File: src/rtl/dac_waveform_source.sv
// Waveform sample source feeding the DAC SPI driver: phase accumulator or LFSR
// produces one 12-bit sample pair per tick, with a valid/ack handshake and sticky overrun.
module dac_waveform_source #(
    parameter int TICK_DIV = 50000,
    parameter int PHASE_W  = 16
) (
    input  logic        CLK_50M,
    input  logic        RST,
    input  logic [3:0]  SW,
    input  logic [15:0] freq_word,
    input  logic        sample_ack,
    output logic [11:0] Va,
    output logic [11:0] Vb,
    output logic        sample_valid,
    output logic        overrun
);

    localparam int CNT_W = (TICK_DIV > 2) ? $clog2(TICK_DIV) : 1;

    logic [3:0]         sw_meta_reg;
    logic [3:0]         sw_sync_reg;
    logic [2:0]         mode_reg;
    logic [CNT_W-1:0]   cnt_reg;
    logic               tick;
    logic               hold;
    logic [PHASE_W-1:0] phase_reg;
    logic [31:0]        lfsr_reg;
    logic [31:0]        lfsr_next;
    logic               load_pending_reg;
    logic [11:0]        sample;
    logic               unused_bits;

    always_ff @(posedge CLK_50M) begin
        if (RST) begin
            sw_meta_reg <= '0;
            sw_sync_reg <= '0;
        end else begin
            sw_meta_reg <= SW;
            sw_sync_reg <= sw_meta_reg;
        end
    end

    always_ff @(posedge CLK_50M) begin
        if (RST) begin
            cnt_reg <= '0;
        end else if (tick) begin
            cnt_reg <= '0;
        end else begin
            cnt_reg <= cnt_reg + 1'b1;
        end
    end

    assign tick = (cnt_reg == CNT_W'(TICK_DIV - 1));
    // Hold is judged from the value being captured on this tick, so it acts at the same boundary as a mode change.
    assign hold = sw_sync_reg[3];

    // Left shift with feedback from taps 30 and 27; bit 31 only carries history.
    genvar gi;
    generate
        for (gi = 1; gi < 32; gi++) begin : g_lfsr
            assign lfsr_next[gi] = lfsr_reg[gi-1];
        end
    endgenerate
    assign lfsr_next[0] = lfsr_reg[30] ^ lfsr_reg[27];
    assign unused_bits  = lfsr_reg[31];

    always_ff @(posedge CLK_50M) begin
        if (RST) begin
            mode_reg         <= '0;
            phase_reg        <= '0;
            lfsr_reg         <= 32'd1;
            load_pending_reg <= 1'b0;
        end else begin
            load_pending_reg <= tick && !hold;
            if (tick) begin
                mode_reg <= sw_sync_reg[2:0];
                if (!hold) begin
                    phase_reg <= phase_reg + freq_word;
                    lfsr_reg  <= lfsr_next;
                end
            end
        end
    end

    always_comb begin
        sample = '0;
        case (mode_reg[1:0])
            2'b00:   sample = phase_reg[PHASE_W-1 -: 12];
            2'b01:   sample = phase_reg[PHASE_W-1] ? ~phase_reg[PHASE_W-2 -: 12]
                                                   :  phase_reg[PHASE_W-2 -: 12];
            2'b10:   sample = phase_reg[PHASE_W-1] ? 12'hFFF : 12'h000;
            default: sample = lfsr_reg[11:0];
        endcase
    end

    // A load always wins over a coincident ack; overrun only if the old sample was never taken.
    always_ff @(posedge CLK_50M) begin
        if (RST) begin
            Va           <= '0;
            Vb           <= '0;
            sample_valid <= 1'b0;
            overrun      <= 1'b0;
        end else if (load_pending_reg) begin
            Va           <= sample;
            Vb           <= mode_reg[2] ? ~sample : sample;
            sample_valid <= 1'b1;
            if (sample_valid && !sample_ack) begin
                overrun <= 1'b1;
            end
        end else if (sample_ack) begin
            sample_valid <= 1'b0;
        end
    end

endmodule

File: config.mk
export PLATFORM = sky130hd
export DESIGN_NAME = dac_waveform_source
export DESIGN_NICKNAME = d
export VERILOG_FILES = /design/src/rtl/dac_waveform_source.sv
export SDC_FILE = /design/constraint.sdc
export NUM_CORES = 1
export LEC_CHECK = 0
export BUFFER_PORTS_ARGS = -buffer_cell sky130_fd_sc_hd__buf_2
export CAP_MARGIN = 20
export CELL_PAD_IN_SITES_DETAIL_PLACEMENT = 0
export CELL_PAD_IN_SITES_GLOBAL_PLACEMENT = 2
export CORE_MARGIN = 3
export CORE_UTILIZATION = 35
export CTS_CLUSTER_DIAMETER = 40
export DETAILED_ROUTE_END_ITERATION = 8
export HOLD_SLACK_MARGIN = 0.02
export PLACE_DENSITY_LB_ADDON = 0.15
export SKIP_CTS_REPAIR_TIMING = 1
export SYNTH_ARGS = -nofsm -noshare
export SYNTH_HDL_FRONTEND = slang
export SYNTH_SLANG_ARGS = --single-unit
export TNS_END_PERCENT = 20
File: constraint.sdc
create_clock -name CLK_50M -period 3.3 [get_ports CLK_50M]
set_input_delay 0.495 -clock CLK_50M [delete_from_list [all_inputs] [get_ports CLK_50M]]
set_output_delay 0.495 -clock CLK_50M [all_outputs]
set_load 0.005 [all_outputs]
==> reports/summary.txt <==
Die area = 15,240 sq um
Slew HR = 0.4872
Core area = 13,350 sq um
GR Util met2 = 0.2409
Switching part of the total = 0.2151
CTS tree = built
Hold path depth = 2
Final clock skew = 0.006716 ns
Synthesized flop and latch total = 101
Unrepaired setup endpoints after global routing = false
Initial antenna violation count = 0
Crit path cell chain = ha_1 > fa_1 > a211oi_1 > o21ai_0 > a21oi_1 > o21bai_1 > a21oi_1 > mux2_2 > a31o_2
Reg power frac = 0.517
Worst Path Required = 3.54 ns
Final HPWL DP = 7552 um
Avg WL per Cell = 13.63 um
Total number of vias = 3,841
# fillers = 1,457
Part of the cycle the worst path needs = 0.8097
Slowest-stage cell, CP = fa_1
H-tree lvl count = 3
Drt via density = 4.831
Worst vdd ir = 0.2975 mV
Final Setup Violations = 0
Fin nets = 654
Max reg flops = 31
Antenna viol nets, final = 0
CP Capture Type = flip-flop
Met1 usage = 0.1959
Setup CP Type = flip-flop to flip-flop
Pwr Total = 2.377 mW
Share of cells above drive strength 1 = 0.1260
# DRC = 0
Diode count = 0
Global-route wire length before repair = 17,960 um
Num rows = 42
Met3 GRT Util = 0.03705
Worst R2R Path Depth = 9
CTS Sinks = 101
Worst-path fanout max = 3
Clock power frac = 0.450
Io pins = 49
Clock latency on the worst-skew pair = 0.35 ns
Yosys cell types = 47
Total global routing overflow = 0
Syn avg cell area = 8.214 sq um
Top cell by count, worst path = a21oi_1
Type of the most critical hold path = input pin to flip-flop
Internal Pwr Total = 1.865 mW
Dpl ws = 0.3060 ns
Post-synth ARST share = 0
P&R area growth vs syn = 13.26%
Part of the Yosys area used for sequential elements = 0.4187
Worst slew pin tran = 0.7681 ns
Post-route cell area = 5470 sq um
TNS Setup = 0 ns
Status = finished, final reports clean
Cell Area, Placed = 5169 sq um
EDFF count, synth = 0
Synthesized area = 4830 sq um
Final Non-Filler Cells = 795
Critical Path AT = 2.91 ns
Max-Cap Viols = 0
Total GRT Usage = 0.1509
Syn nets = 628
Logic gate share of total power = 0.033
Largest stage delay, worst path = 0.43 ns
Drt pass-1 iters = 4
Synth Warn # = 0
Final hold viol count = 0
Critical path startpoint category = flip-flop
PortBufs = 48
Min cycle time layout = 2.672 ns
DR iter-0 viols = 284
Max-slew violation count = 0
Net switching power = 0.5112 mW
Fmax = 374.2 MHz
Initial Util = 0.3618
Vias in the first global route = 3,583
Clk root buf = clkbuf_16
Most frequent cells in the layout = 101 x dfxtp_1, 101 x nand2_1, 75 x nor2_1
Largest net degree at the start of global routing = 50
Post-Synthesis Cells = 588
Largest buffer count on any clock path = 2
CTS buffer count = 9
Die Ht = 123.5 um
PwrDens = 434.5 nW/um^2
Die Wd = 123.5 um
Total Routed Length = 10,830 um
Most crowded layer after global routing = met2
Final GP Congestion = 0.8537
Leakage = 2.081 nW
Most frequently used flop master after synthesis = dfxtp_1
Final worst slack = 0.6280 ns
Inst Count DP = 779
Clock transition at path regs = 0.07 ns
## cells by family after synthesis
group / after synthesis / synth area share
AOI/OAI and AO/OA: 129 / 0.1529
muxes: 20 / 0.04197
xor gates and xnor gates: 47 / 0.08523
and+or+nand+nor: 231 / 0.2176
adders and majority gates: 17 / 0.04560
DFF: 101 / 0.4187
buffers and inverters: 43 / 0.03808
## per-layer routing
layer / wire length, um / up-vias
li1: - / 2046
met1: 5183 / 1727
met2: 4971 / 53
met3: 439 / 15
met4: 238 / 0
met5: 0 / -
## path summary, 6_finish.rpt
kind	startpoint	slack (ns)	endpoint
min	SW[3]	0.35	sw_meta_reg[3]$_SDFF_PP0_
min reg2reg	cnt_reg[0]$_SDFF_PP0_	0.45	cnt_reg[0]$_SDFF_PP0_
max	phase_reg[0]$_SDFFE_PP0P_	0.63	phase_reg[12]$_SDFFE_PP0P_
max reg2reg	phase_reg[0]$_SDFFE_PP0P_	0.63	phase_reg[12]$_SDFFE_PP0P_
## metrics by stage
| step | hold WS, ns | utilization |
|---|---|---|
| 3_5_place_dp | 0.4301 | 0.3872 |
| 2_1_floorplan | 0.4138 | - |
| 6_report | 0.3496 | 0.4098 |
| 3_3_place_gp | 0.4308 | 0.3872 |
| 4_1_cts | 0.3346 | 0.4098 |
| 5_1_grt | 0.3667 | 0.4098 |
## worst max-delay path: cells and delay by family (launching register included)
| kind | cells | cell delay (ns) |
|---|---|---|
| fa+ha+maj | 2 | 0.65 |
| compound gates | 6 | 1.26 |
| flops | 1 | 0.31 |
| mux | 1 | 0.34 |
## final cells by class
| class | count | area, sq um | share of cell area |
|---|---|---|---|
| multi-input combinational | 444 | 2626 | 0.4801 |
| timing repair buffer | 54 | 285.3 | 0.05215 |
| clock inverter | 5 | 58.81 | 0.01075 |
| inverter | 4 | 15.01 | 0.002745 |
| sequential | 101 | 2022 | 0.3696 |
| tap | 176 | 220.2 | 0.04026 |
| clock buffer | 11 | 242.7 | 0.04437 |
## synth_stat cells, drive strengths merged, types with 3 or more instances
library cell  number  area [sq um]
ha                16         200.2
buf               10         60.06
xnor2             33         289.0
nor2              76         285.3
a21oi             64         320.3
inv                4         15.01
and3               5         31.28
nor2b             12         75.07
clkbuf            29         108.9
nand2b             3         18.77
o21ai             33         165.2
mux2i             18         180.2
nand2            101         379.1
a211oi            17         127.6
a21o               3         22.52
nand3             12         60.06
o211ai             3         27.52
nand4              7         58.81
dfxtp            101          2022
nor4b              3         47.54
nor3               3         15.01
xor2              14         122.6
## power groups by stage
stage	clock (mW)	combinational (mW)	sequential (mW)
2_1_floorplan	0	0.0501	1.26
3_3_place_gp	0	0.0782	1.26
3_5_place_dp	0	0.0785	1.26
4_1_cts	1.12	0.0789	1.23
5_1_grt	1.17	0.0883	1.23
6_report	1.07	0.0774	1.23
Power figures use the tool's default switching activity.
